File: src/rtl/wiener_pkg.sv
// Shared state encoding, stats width and address-width helper for the
// Wiener block scheduler.
package wiener_pkg;

  localparam int unsigned DATA_W  = 8;
  localparam int unsigned STATS_W = 2 * DATA_W;

  typedef enum logic [2:0] {
    IDLE,
    WAIT_STATS,
    LOAD,
    STREAM,
    DRAIN,
    DONE
  } sched_state_t;

  function automatic int unsigned addr_w(input int unsigned n);
    return $clog2(n);
  endfunction

endpackage

File: src/rtl/wiener_block_scheduler_if.sv
// Scheduler-side bus: frame control, stats handshake, calculator load,
// block buffer read and status. Perf counters exist only with WIENER_SCHED_PERF_EN.
interface wiener_block_scheduler_if #(
  parameter int unsigned DATA_WIDTH    = wiener_pkg::DATA_W,
  parameter int unsigned TOTAL_SAMPLES = 64
) ();

  localparam int unsigned SW = 2 * DATA_WIDTH;
  localparam int unsigned AW = wiener_pkg::addr_w(TOTAL_SAMPLES);

  logic          start_frame;
  logic [31:0]   blocks_per_frame;
  logic [SW-1:0] noise_variance_in;
  logic          stats_valid;
  logic          stats_accept;
  logic [SW-1:0] mean_in;
  logic [SW-1:0] variance_in;
  logic          calc_stats_ready;
  logic [SW-1:0] calc_mean;
  logic [SW-1:0] calc_variance;
  logic [SW-1:0] calc_noise_variance;
  logic          pix_rd_en;
  logic [AW-1:0] pix_rd_addr;
  logic          out_valid;
  logic [31:0]   block_idx;
  logic          busy;
  logic          frame_done;
`ifdef WIENER_SCHED_PERF_EN
  logic [31:0]   frame_cycles;
  logic [31:0]   stall_cycles;

  modport master (
    input  start_frame, blocks_per_frame, noise_variance_in, stats_valid, mean_in, variance_in,
    output stats_accept, calc_stats_ready, calc_mean, calc_variance, calc_noise_variance,
    output pix_rd_en, pix_rd_addr, out_valid, block_idx, busy, frame_done,
    output frame_cycles, stall_cycles
  );
  modport slave (
    output start_frame, blocks_per_frame, noise_variance_in, stats_valid, mean_in, variance_in,
    input  stats_accept, calc_stats_ready, calc_mean, calc_variance, calc_noise_variance,
    input  pix_rd_en, pix_rd_addr, out_valid, block_idx, busy, frame_done,
    input  frame_cycles, stall_cycles
  );
`else
  modport master (
    input  start_frame, blocks_per_frame, noise_variance_in, stats_valid, mean_in, variance_in,
    output stats_accept, calc_stats_ready, calc_mean, calc_variance, calc_noise_variance,
    output pix_rd_en, pix_rd_addr, out_valid, block_idx, busy, frame_done
  );
  modport slave (
    output start_frame, blocks_per_frame, noise_variance_in, stats_valid, mean_in, variance_in,
    input  stats_accept, calc_stats_ready, calc_mean, calc_variance, calc_noise_variance,
    input  pix_rd_en, pix_rd_addr, out_valid, block_idx, busy, frame_done
  );
`endif

endinterface

File: src/rtl/valid_delay_line.sv
// Shift register aligning out_valid with calculator data_out
// (buffer read latency plus calculator latency).
module valid_delay_line #(
  parameter int unsigned DEPTH = 3
) (
  input  logic clk,
  input  logic rst,
  input  logic din,
  output logic dout
);

  logic [DEPTH-1:0] sr;

  always_ff @(posedge clk) begin
    if (rst) begin
      sr <= '0;
    end else begin
      sr[0] <= din;
      for (int i = 1; i < DEPTH; i++) sr[i] <= sr[i-1];
    end
  end

  assign dout = sr[DEPTH-1];

endmodule

File: src/rtl/wiener_block_scheduler.sv
// Block-by-block sequencer for the Wiener filter datapath.
// Optional WIENER_SCHED_PERF_EN adds frame_cycles / stall_cycles counters.
module wiener_block_scheduler
  import wiener_pkg::*;
#(
  parameter int unsigned DATA_WIDTH    = DATA_W,
  parameter int unsigned TOTAL_SAMPLES = 64,
  parameter int unsigned CALC_LATENCY  = 2
) (
  input  logic                      clk,
  input  logic                      rst,
  wiener_block_scheduler_if.master  bus
);

  localparam int unsigned SW = 2 * DATA_WIDTH;
  localparam int unsigned AW = addr_w(TOTAL_SAMPLES);
  localparam int unsigned DW = addr_w(CALC_LATENCY + 2);

  sched_state_t  state, state_nxt;
  logic [AW-1:0] smp_cnt;
  logic [DW-1:0] drn_cnt;
  logic [31:0]   blk_total;
  logic [31:0]   blk_idx;
  logic [SW-1:0] mean_q, var_q, noise_q;
  logic          start_ok, last_smp, drain_end, last_blk;

  assign start_ok  = (state == IDLE) && bus.start_frame;
  assign last_smp  = (smp_cnt == AW'(TOTAL_SAMPLES - 1));
  assign drain_end = (drn_cnt == DW'(CALC_LATENCY));
  assign last_blk  = (blk_idx == blk_total - 32'd1);

  always_ff @(posedge clk) begin
    if (rst) state <= IDLE;
    else     state <= state_nxt;
  end

  // Next state and Moore-decoded control outputs
  always_comb begin
    state_nxt            = state;
    bus.stats_accept     = 1'b0;
    bus.calc_stats_ready = 1'b0;
    bus.pix_rd_en        = 1'b0;
    bus.pix_rd_addr      = '0;
    bus.frame_done       = 1'b0;
    bus.busy             = (state != IDLE);
    case (state)
      IDLE: begin
        if (bus.start_frame) state_nxt = (bus.blocks_per_frame == '0) ? DONE : WAIT_STATS;
      end
      WAIT_STATS: begin
        bus.stats_accept = 1'b1;
        if (bus.stats_valid) state_nxt = LOAD;
      end
      LOAD: begin
        bus.calc_stats_ready = 1'b1;
        state_nxt            = STREAM;
      end
      STREAM: begin
        bus.pix_rd_en   = 1'b1;
        bus.pix_rd_addr = smp_cnt;
        if (last_smp) state_nxt = DRAIN;
      end
      DRAIN: begin
        if (drain_end) state_nxt = last_blk ? DONE : WAIT_STATS;
      end
      DONE: begin
        bus.frame_done = 1'b1;
        state_nxt      = IDLE;
      end
      default: state_nxt = IDLE;
    endcase
  end

  // Frame/block latches and the sample / drain counters
  always_ff @(posedge clk) begin
    if (rst) begin
      blk_total <= '0;
      blk_idx   <= '0;
      noise_q   <= '0;
      mean_q    <= '0;
      var_q     <= '0;
      smp_cnt   <= '0;
      drn_cnt   <= '0;
    end else begin
      if (start_ok && (bus.blocks_per_frame != '0)) begin
        blk_total <= bus.blocks_per_frame;
        noise_q   <= bus.noise_variance_in;
        blk_idx   <= '0;
      end
      if ((state == WAIT_STATS) && bus.stats_valid) begin
        mean_q <= bus.mean_in;
        var_q  <= bus.variance_in;
      end
      if (state == STREAM) smp_cnt <= last_smp ? '0 : smp_cnt + AW'(1);
      if (state == DRAIN) begin
        drn_cnt <= drain_end ? '0 : drn_cnt + DW'(1);
        if (drain_end && !last_blk) blk_idx <= blk_idx + 32'd1;
      end
    end
  end

  assign bus.calc_mean           = mean_q;
  assign bus.calc_variance       = var_q;
  assign bus.calc_noise_variance = noise_q;
  assign bus.block_idx           = blk_idx;

  valid_delay_line #(.DEPTH(1 + CALC_LATENCY)) u_valid_dly (
    .clk  (clk),
    .rst  (rst),
    .din  (bus.pix_rd_en),
    .dout (bus.out_valid)
  );

`ifdef WIENER_SCHED_PERF_EN
  logic [31:0] frame_cyc_q, stall_cyc_q;

  // Saturating activity counters, cleared when a frame is started
  always_ff @(posedge clk) begin
    if (rst) begin
      frame_cyc_q <= '0;
      stall_cyc_q <= '0;
    end else if (start_ok) begin
      frame_cyc_q <= '0;
      stall_cyc_q <= '0;
    end else begin
      if ((state != IDLE) && (frame_cyc_q != '1)) frame_cyc_q <= frame_cyc_q + 32'd1;
      if ((state == WAIT_STATS) && (stall_cyc_q != '1)) stall_cyc_q <= stall_cyc_q + 32'd1;
    end
  end

  assign bus.frame_cycles = frame_cyc_q;
  assign bus.stall_cycles = stall_cyc_q;
`endif

endmodule

File: src/flat_wrapper.sv
// flat-port wrapper written by rule: the top's interface ports become plain ports
module wiener_block_scheduler_flat import wiener_pkg::*;
#(
  parameter int unsigned DATA_WIDTH    = DATA_W,
  parameter int unsigned TOTAL_SAMPLES = 64,
  parameter int unsigned CALC_LATENCY  = 2
)
  (clk, rst, bus_start_frame, bus_blocks_per_frame, bus_noise_variance_in, bus_stats_valid, bus_mean_in, bus_variance_in, bus_stats_accept, bus_calc_stats_ready, bus_calc_mean, bus_calc_variance, bus_calc_noise_variance, bus_pix_rd_en, bus_pix_rd_addr, bus_out_valid, bus_block_idx, bus_busy, bus_frame_done);
  wiener_block_scheduler_if #(.DATA_WIDTH(DATA_WIDTH), .TOTAL_SAMPLES(TOTAL_SAMPLES)) bus_i ();
  input  logic clk;
  input  logic rst;
  input wire logic [$bits(bus_i.start_frame)-1:0] bus_start_frame;
  input wire logic [$bits(bus_i.blocks_per_frame)-1:0] bus_blocks_per_frame;
  input wire logic [$bits(bus_i.noise_variance_in)-1:0] bus_noise_variance_in;
  input wire logic [$bits(bus_i.stats_valid)-1:0] bus_stats_valid;
  input wire logic [$bits(bus_i.mean_in)-1:0] bus_mean_in;
  input wire logic [$bits(bus_i.variance_in)-1:0] bus_variance_in;
  output wire logic [$bits(bus_i.stats_accept)-1:0] bus_stats_accept;
  output wire logic [$bits(bus_i.calc_stats_ready)-1:0] bus_calc_stats_ready;
  output wire logic [$bits(bus_i.calc_mean)-1:0] bus_calc_mean;
  output wire logic [$bits(bus_i.calc_variance)-1:0] bus_calc_variance;
  output wire logic [$bits(bus_i.calc_noise_variance)-1:0] bus_calc_noise_variance;
  output wire logic [$bits(bus_i.pix_rd_en)-1:0] bus_pix_rd_en;
  output wire logic [$bits(bus_i.pix_rd_addr)-1:0] bus_pix_rd_addr;
  output wire logic [$bits(bus_i.out_valid)-1:0] bus_out_valid;
  output wire logic [$bits(bus_i.block_idx)-1:0] bus_block_idx;
  output wire logic [$bits(bus_i.busy)-1:0] bus_busy;
  output wire logic [$bits(bus_i.frame_done)-1:0] bus_frame_done;
  assign bus_i.start_frame = bus_start_frame;
  assign bus_i.blocks_per_frame = bus_blocks_per_frame;
  assign bus_i.noise_variance_in = bus_noise_variance_in;
  assign bus_i.stats_valid = bus_stats_valid;
  assign bus_i.mean_in = bus_mean_in;
  assign bus_i.variance_in = bus_variance_in;
  assign bus_stats_accept = bus_i.stats_accept;
  assign bus_calc_stats_ready = bus_i.calc_stats_ready;
  assign bus_calc_mean = bus_i.calc_mean;
  assign bus_calc_variance = bus_i.calc_variance;
  assign bus_calc_noise_variance = bus_i.calc_noise_variance;
  assign bus_pix_rd_en = bus_i.pix_rd_en;
  assign bus_pix_rd_addr = bus_i.pix_rd_addr;
  assign bus_out_valid = bus_i.out_valid;
  assign bus_block_idx = bus_i.block_idx;
  assign bus_busy = bus_i.busy;
  assign bus_frame_done = bus_i.frame_done;
  wiener_block_scheduler #(.DATA_WIDTH(DATA_WIDTH), .TOTAL_SAMPLES(TOTAL_SAMPLES), .CALC_LATENCY(CALC_LATENCY)) u_core (.clk(clk), .rst(rst), .bus(bus_i));
endmodule
File: config.mk
export PLATFORM = sky130hd
export DESIGN_NAME = wiener_block_scheduler_flat
export DESIGN_NICKNAME = d
export VERILOG_FILES = /design/src/rtl/wiener_pkg.sv /design/src/rtl/wiener_block_scheduler_if.sv /design/src/rtl/valid_delay_line.sv /design/src/rtl/wiener_block_scheduler.sv /design/src/flat_wrapper.sv
export SDC_FILE = /design/constraint.sdc
export NUM_CORES = 1
export LEC_CHECK = 0
export ABC_AREA = 1
export CAP_MARGIN = 20
export CORE_MARGIN = 2
export CORE_UTILIZATION = 40
export CTS_CLUSTER_SIZE = 30
export DETAILED_ROUTE_END_ITERATION = 10
export PLACE_DENSITY_LB_ADDON = 0.15
export SYNTH_ARGS = -nofsm -noshare
export SYNTH_HDL_FRONTEND = slang
export SYNTH_HIERARCHICAL = 1
export SYNTH_SLANG_ARGS = --single-unit
File: constraint.sdc
create_clock -name clk -period 2.6 [get_ports clk]
set_clock_uncertainty 0.2 [all_clocks]
set_input_delay 0.39 -clock clk [delete_from_list [all_inputs] [get_ports clk]]
set_output_delay 0.39 -clock clk [all_outputs]
set_load 0.1 [all_outputs]
==> flow_metrics.py, run 1 <==
metrics = {
    "grt": {
        "grt_max_degree": 34,
        "overflow": 0,
        "grt_usage_pct": 25.1,
        "antenna_found_initial": 0,
        "grt_pass1_vias": 7267,
        "grt_pass1_wl_um": 36200,
    },
    "place": {
        "dp_slack_ps": -200,
        "dp_hpwl_um": 15900,
        "gp_congestion": 0.896,
        "post-place-cells": 1459,
        "port_buffers": 175,
    },
    "cells_and_area": {
        "multi_input_area_um2": 4120,
        "nNetsFinal": 1373,
        "layout-drive-gt1-share_pct": 27.5,
        "nFillCells": 1540,
        "finalNonFillerCells": 1519,
        "area_growth_pct": 53.1,
        "n_antenna_cell": 0,
        "seq_area_um2": 2560,
    },
    "clock_tree": {
        "cts_tree": "built",
        "cts_hold_buf": 0,
        "clk_pin_slew_ps": 60,
        "htreeDepth": 4,
        "worstSkewPairLatency_ps": 420,
        "cts_root_buffer": "clkbuf_16",
        "numCtsBuffers": 17,
        "cts.sinks": 126,
        "clockBufferDepth": 2,
    },
    "yosys": {
        "synth_top_cell_area_share_pct": 37.1,
        "ys_seq_elements": 126,
        "ys_seq_area_share_pct": 37.1,
        "synth_flop_cell": "dfxtp_1",
        "synth_cells": 1042,
        "synthArstFlopShare_pct": 0,
        "synth_edf_count": 0,
        "synth_area_leaders": "dfxtp_1, nor2_1, nand2_1, o21ai_0, inv_1",
        "yosys_warnings": 6,
        "syn_nets": 1129,
        "synthDistinctLibCells": 37,
        "syn-cell-area_um2": 6790,
        "yosys.area.top_type": "dfxtp_1",
        "synth.avg_cell_area_um2": 6.52,
    },
    "critical_path": {
        "path_max_fanout": 8,
        "endpoint_kind": "flip-flop",
        "cp.arrival_ps": 2880,
        "crit_type": "flip-flop to flip-flop",
        "critPathMaxStageDelay_ps": 320,
        "cp.required_ps": 2740,
        "path_cells": "inv_2 > ha_4 > nand2_4 > nor2_4 > buf_4 > nand2_1 > nand2_1 > nand3_1 > a21oi_1 > nand2_1 > nor2_2 > nand3_4 > o21bai_4 > buf_12 > buf_12 > nand3_1 > a21oi_1",
        "startpoint_type": "flip-flop",
        "cp_common_cell": "nand2_1",
        "crit_slowest_cell": "dfxtp_2",
    },
    "drt": {
        "wire_per_inst_um": 14.9,
        "num_vias": 7619,
        "routed-wl-met3_um": 1830,
        "via_per_inst": 5.02,
        "highest_layer": "met4",
        "first_pass_iters": 6,
        "drt-met1-wl_um": 9210,
        "drc": 0,
        "wl_um": 22600,
        "antenna_left": 0,
        "wl_met2_um": 11100,
        "drt_iter0_drc": 427,
    },
    "timing": {
        "period_share_pct": 105,
        "hold_viol": 0,
        "grt_setup_unrepaired": "true",
        "setup_tns_ps": -2240,
        "tightest_slew_ps": 940,
        "holdWs_ps": 203,
        "period_minus_slack_ps": 2730,
        "fin_ws_ps": -133,
        "finalMaxSlewViolations": 0,
        "maxClockFrequency_mhz": 366,
        "setup_viol": 32,
        "relSlewSlack_pct": 37.2,
    },
    "power": {
        "leakage_nw": 4.51,
        "ir_drop_mv": 0.936,
        "powerDensity_nw_per_um2": 969,
    },
    "job": {
        "maxCapViolCount": 0,
    },
    "floorplan": {
        "core_area_um2": 16600,
        "start_util_pct": 41.0,
        "io_pins": 176,
        "fp.dieArea_um2": 18000,
        "die_y_um": 134,
        "rows": 47,
        "die_w_um": 134,
    },
    "run_status": {
        "outcome": "finished, violations left",
        "violations": "setup timing",
    },
    "hold_path": {
        "holdCritPathClass": "flip-flop to flip-flop",
    },
}
[power by group]
part / internal, mW / leakage [nW] / switching, mW / total, mW
clock network: 1.33 / 0.262 / 0.961 / 2.29
registers: 2.30 / 1.04 / 0.326 / 2.62
logic: 1.56 / 3.20 / 3.60 / 5.16
[worst paths after layout]
kind / start / endpoint / slack [ps] / cells after the start
max: u_core/blk_total[0] / u_core/bus.block_idx[28] / -130 / 17
min reg2reg: u_core/u_valid_dly/sr[0] / u_core/u_valid_dly/sr[1] / 200 / 2
max reg2reg: u_core/blk_total[0] / u_core/bus.block_idx[28] / -130 / 17
min: u_core/u_valid_dly/sr[0] / u_core/u_valid_dly/sr[1] / 200 / 2
[stage by stage]
stage	util (%)	power [mW]	instance area [um^2]
floorplan	-	6.04	6890
global placement	55.3	7.35	9170
detailed placement	55.3	7.38	9170
CTS	61.0	9.98	10100
global route	62.7	10.7	10400
finish	62.7	10.1	10400
[placed cells by master (no fill, tap or decap), drive strengths merged]
cell type | synthesis | final
inv | 95 | 101
and3 | 1 | 1
nand2 | 210 | 210
clkinv | 2 | 4
dfxtp | 126 | 126
o22ai | 1 | 1
nor2 | 261 | 261
a21oi | 52 | 52
clkdlybuf4s50 | 0 | 83
a31oi | 1 | 1
o21ai | 92 | 92
clkbuf | 27 | 21
nand4 | 11 | 11
o21bai | 3 | 3
buf | 12 | 178
or2 | 2 | 2
bufinv | 0 | 1
xor2 | 24 | 24
nor4 | 12 | 12
a211oi | 3 | 3
o211a | 1 | 1
nand3b | 6 | 6
nor3 | 15 | 15
nand3 | 66 | 66
clkinvlp | 0 | 5
ha | 3 | 3
xnor2 | 16 | 16
[cells in the mapped netlist (12+ instances only)]
cell	n
xor2_1	24
nand2_1	206
o21ai_0	89
nand3_1	64
nor4_1	12
xnor2_1	16
dfxtp_1	126
inv_1	93
nor3_1	13
nor2_1	242
clkbuf_1	27
a21oi_1	46
[area by class of cell]
type,instances,area share (%)
inverters,97,3.55
clock buffers,18,4.13
well taps,220,2.65
repair buffers,264,24.2
flip-flops and latches,126,24.7
clock inverters,14,1.29
multi-input cells,780,39.6
[critical path: cells and delay by family, from the launching register on]
family                   cells  cell delay (ps)
AND/OR/NAND/NOR              9              960
adder cells (fa/ha/maj)      1              150
AO/OA/AOI/OAI                3              500
flip-flops                   1              320
buffers and inverters        4              520
[routing by layer]
metal / up-vias / global-route usage [%]
li1: 3838 / -
met1: 3482 / 29.8
met2: 272 / 43.4
met3: 27 / 7.71
met4: 0 / 8.07
met5: - / 0
[sequential cells by signal, indices dropped and copies added (netlist names)]
signal                          flops
u_core/blk_total                   32
u_core/bus.block_idx               32
u_core/bus.calc_mean               16
u_core/bus.calc_noise_variance     16
u_core/bus.calc_variance           16
u_core/drn_cnt                      2
u_core/smp_cnt                      6
u_core/state                        3
u_core/u_valid_dly/sr               3
[timing repair]
| action | 4_1_cts | 5_1_grt |
|---|---|---|
| gates resized for setup | 43 | 63 |
| cloned | 2 | 2 |
| setup buffers | 24 | 5 |
| endpoints found under the setup margin | 31 | 34 |
| pin swaps | 19 | 30 |
[logic make-up (layout without fill, tap and decap cells)]
| family | after synthesis | in the layout | synth area share [%] |
|---|---|---|---|
| simple gates | 584 | 584 | 36.8 |
| buf+inv | 136 | 393 | 8.23 |
| flops | 126 | 126 | 37.1 |
| compound gates | 153 | 153 | 12.2 |
| fa+ha+maj | 3 | 3 | 0.553 |
| xor+xnor | 40 | 40 | 5.16 |
No activity file was read; power rests on OpenSTA's default activity.
==> run 2: changes to the inputs <==
Settings changed: CELL_PAD_IN_SITES_DETAIL_PLACEMENT set to 0, CELL_PAD_IN_SITES_GLOBAL_PLACEMENT set to 1, CORE_UTILIZATION 40 to 31.
==> run 2 against run 1 <==
  * The run still ends with setup timing left
  * Critical path depth down 3
  * Die area up 28%
  * Sequential share of layout area up 0.21 points
  * Critical endpoint is now u_core/bus.block_idx[0]
==> flow_metrics.py, run 2 (synthesis gave the netlist of run 1 again) <==
metrics = {
    "clock_tree": {
        "cts_tree": "built",
        "numCtsBuffers": 17,
        "clockBufferDepth": 2,
        "cts_root_buffer": "clkbuf_16",
        "cts.sinks": 126,
        "cts_hold_buf": 0,
        "clk_pin_slew_ps": 60,
        "htreeDepth": 4,
        "worstSkewPairLatency_ps": 430,
    },
    "drt": {
        "drt_iter0_drc": 340,
        "wl_um": 23900,
        "wire_per_inst_um": 15.1,
        "via_per_inst": 4.66,
        "num_vias": 7386,
        "drc": 0,
        "antenna_left": 0,
        "first_pass_iters": 5,
    },
    "timing": {
        "fin_ws_ps": -18.1,
        "finalMaxSlewViolations": 0,
        "hold_viol": 0,
        "setup_tns_ps": -46.5,
        "period_share_pct": 101,
        "relSlewSlack_pct": 62.1,
        "grt_setup_unrepaired": "true",
        "maxClockFrequency_mhz": 382,
        "period_minus_slack_ps": 2620,
        "tightest_slew_ps": 564,
        "setup_viol": 5,
    },
    "hold_path": {
        "holdCritPathClass": "flip-flop to flip-flop",
    },
    "grt": {
        "antenna_found_initial": 0,
        "overflow": 0,
        "grt_pass1_wl_um": 37600,
        "grt_pass1_vias": 6942,
        "grt_max_degree": 75,
        "grt_usage_pct": 20.4,
    },
    "critical_path": {
        "rrSetupSlack_ps": -20,
        "critPathMaxStageDelay_ps": 320,
        "crit_slowest_cell": "dfxtp_2",
        "startpoint_type": "flip-flop",
        "cp_common_cell": "nand2_1",
        "cp.arrival_ps": 2740,
        "cp_top_family": "simple AND/OR/NAND/NOR gates",
        "cp.required_ps": 2720,
        "crit_type": "flip-flop to flip-flop",
        "path_cells": "inv_2 > ha_4 > nand2_8 > nor2_4 > buf_6 > nand4_1 > nand3_1 > nand2_1 > nor2_1 > nand3_4 > o21bai_4 > buf_12 > nand2_1 > and3_1",
        "crit_buf_inv": 3,
        "path_max_fanout": 24,
        "endpoint_kind": "flip-flop",
    },
    "floorplan": {
        "fp.dieArea_um2": 23100,
        "rows": 54,
        "die_w_um": 152,
        "die_y_um": 152,
        "core_area_um2": 21700,
        "start_util_pct": 31.3,
        "io_pins": 176,
    },
    "place": {
        "post-place-cells": 1541,
        "port_buffers": 175,
        "postPlaceCellArea_um2": 9330,
        "dp_hpwl_um": 17400,
        "dp_slack_ps": -356,
        "gp_congestion": 0.832,
    },
    "run_status": {
        "outcome": "finished, violations left",
        "violations": "setup timing",
    },
    "power": {
        "powerDensity_nw_per_um2": 1000,
        "ir_drop_mv": 0.724,
        "leakage_nw": 4.48,
    },
    "cells_and_area": {
        "finalNonFillerCells": 1584,
        "utilization_pct": 47.5,
        "stdcell_area_um2": 10300,
        "layout-drive-gt1-share_pct": 26.5,
        "final_cell_mix": "nor2_1, nand2_1, buf_4",
        "final_common_cell": "nor2_1",
        "area_growth_pct": 51.7,
        "nNetsFinal": 1378,
        "n_antenna_cell": 0,
    },
    "job": {
        "maxCapViolCount": 0,
    },
}
[run 2: layer usage]
layer | track usage (%) | vias to the layer above | wire (um)
met5 | 0 | - | 0
met4 | 6.54 | 0 | 354
met3 | 5.22 | 26 | 1360
met2 | 34.7 | 177 | 11600
met1 | 25.4 | 3348 | 10600
li1 | - | 3835 | -
[run 2: cell type report]
type / count / area, um^2
clock buffers: 17 / 425
clock inverters: 15 / 193
fillers: 2216 / 11400
inverters: 97 / 369
multi-input cells: 781 / 4020
flip-flops and latches: 126 / 2560
well taps: 280 / 350
repair buffers: 268 / 2390
[run 2: where the power goes]
part	switching (mW)	internal, mW	leakage (nW)
logic	3.68	1.51	3.13
clock network	1.07	1.47	0.302
registers	0.315	2.30	1.04
total	5.07	5.27	4.48
[run 2: worst min-delay path, stage by stage, from the launching register on]
cell,delay [ps]
dfxtp_1,300
inv_1,40
nor2_1,30
[run 2: path summary, 6_finish.rpt]
check                             endpoint  cells after the start                      from
setup / recovery   u_core/bus.block_idx[0]                     14       u_core/blk_total[0]
hold / removal    u_core/u_valid_dly/sr[2]                      2  u_core/u_valid_dly/sr[1]
setup reg to reg   u_core/bus.block_idx[0]                     14       u_core/blk_total[0]
hold reg to reg   u_core/u_valid_dly/sr[2]                      2  u_core/u_valid_dly/sr[1]
[run 2: per-stage QoR]
step	power, mW	hold slack (ps)
3_3_place_gp	7.48	195
5_1_grt	10.9	223
4_1_cts	10.3	203
3_5_place_dp	7.46	194
6_report	10.3	202
2_1_floorplan	6.04	188
[run 2: what timing repair did]
| action | CTS | global route |
|---|---|---|
| cloned | 2 | 1 |
| pin swaps | 11 | 16 |
| resized for setup | 40 | 37 |
| endpoints found under the setup margin | 32 | 32 |
| buffers inserted | 8 | 0 |
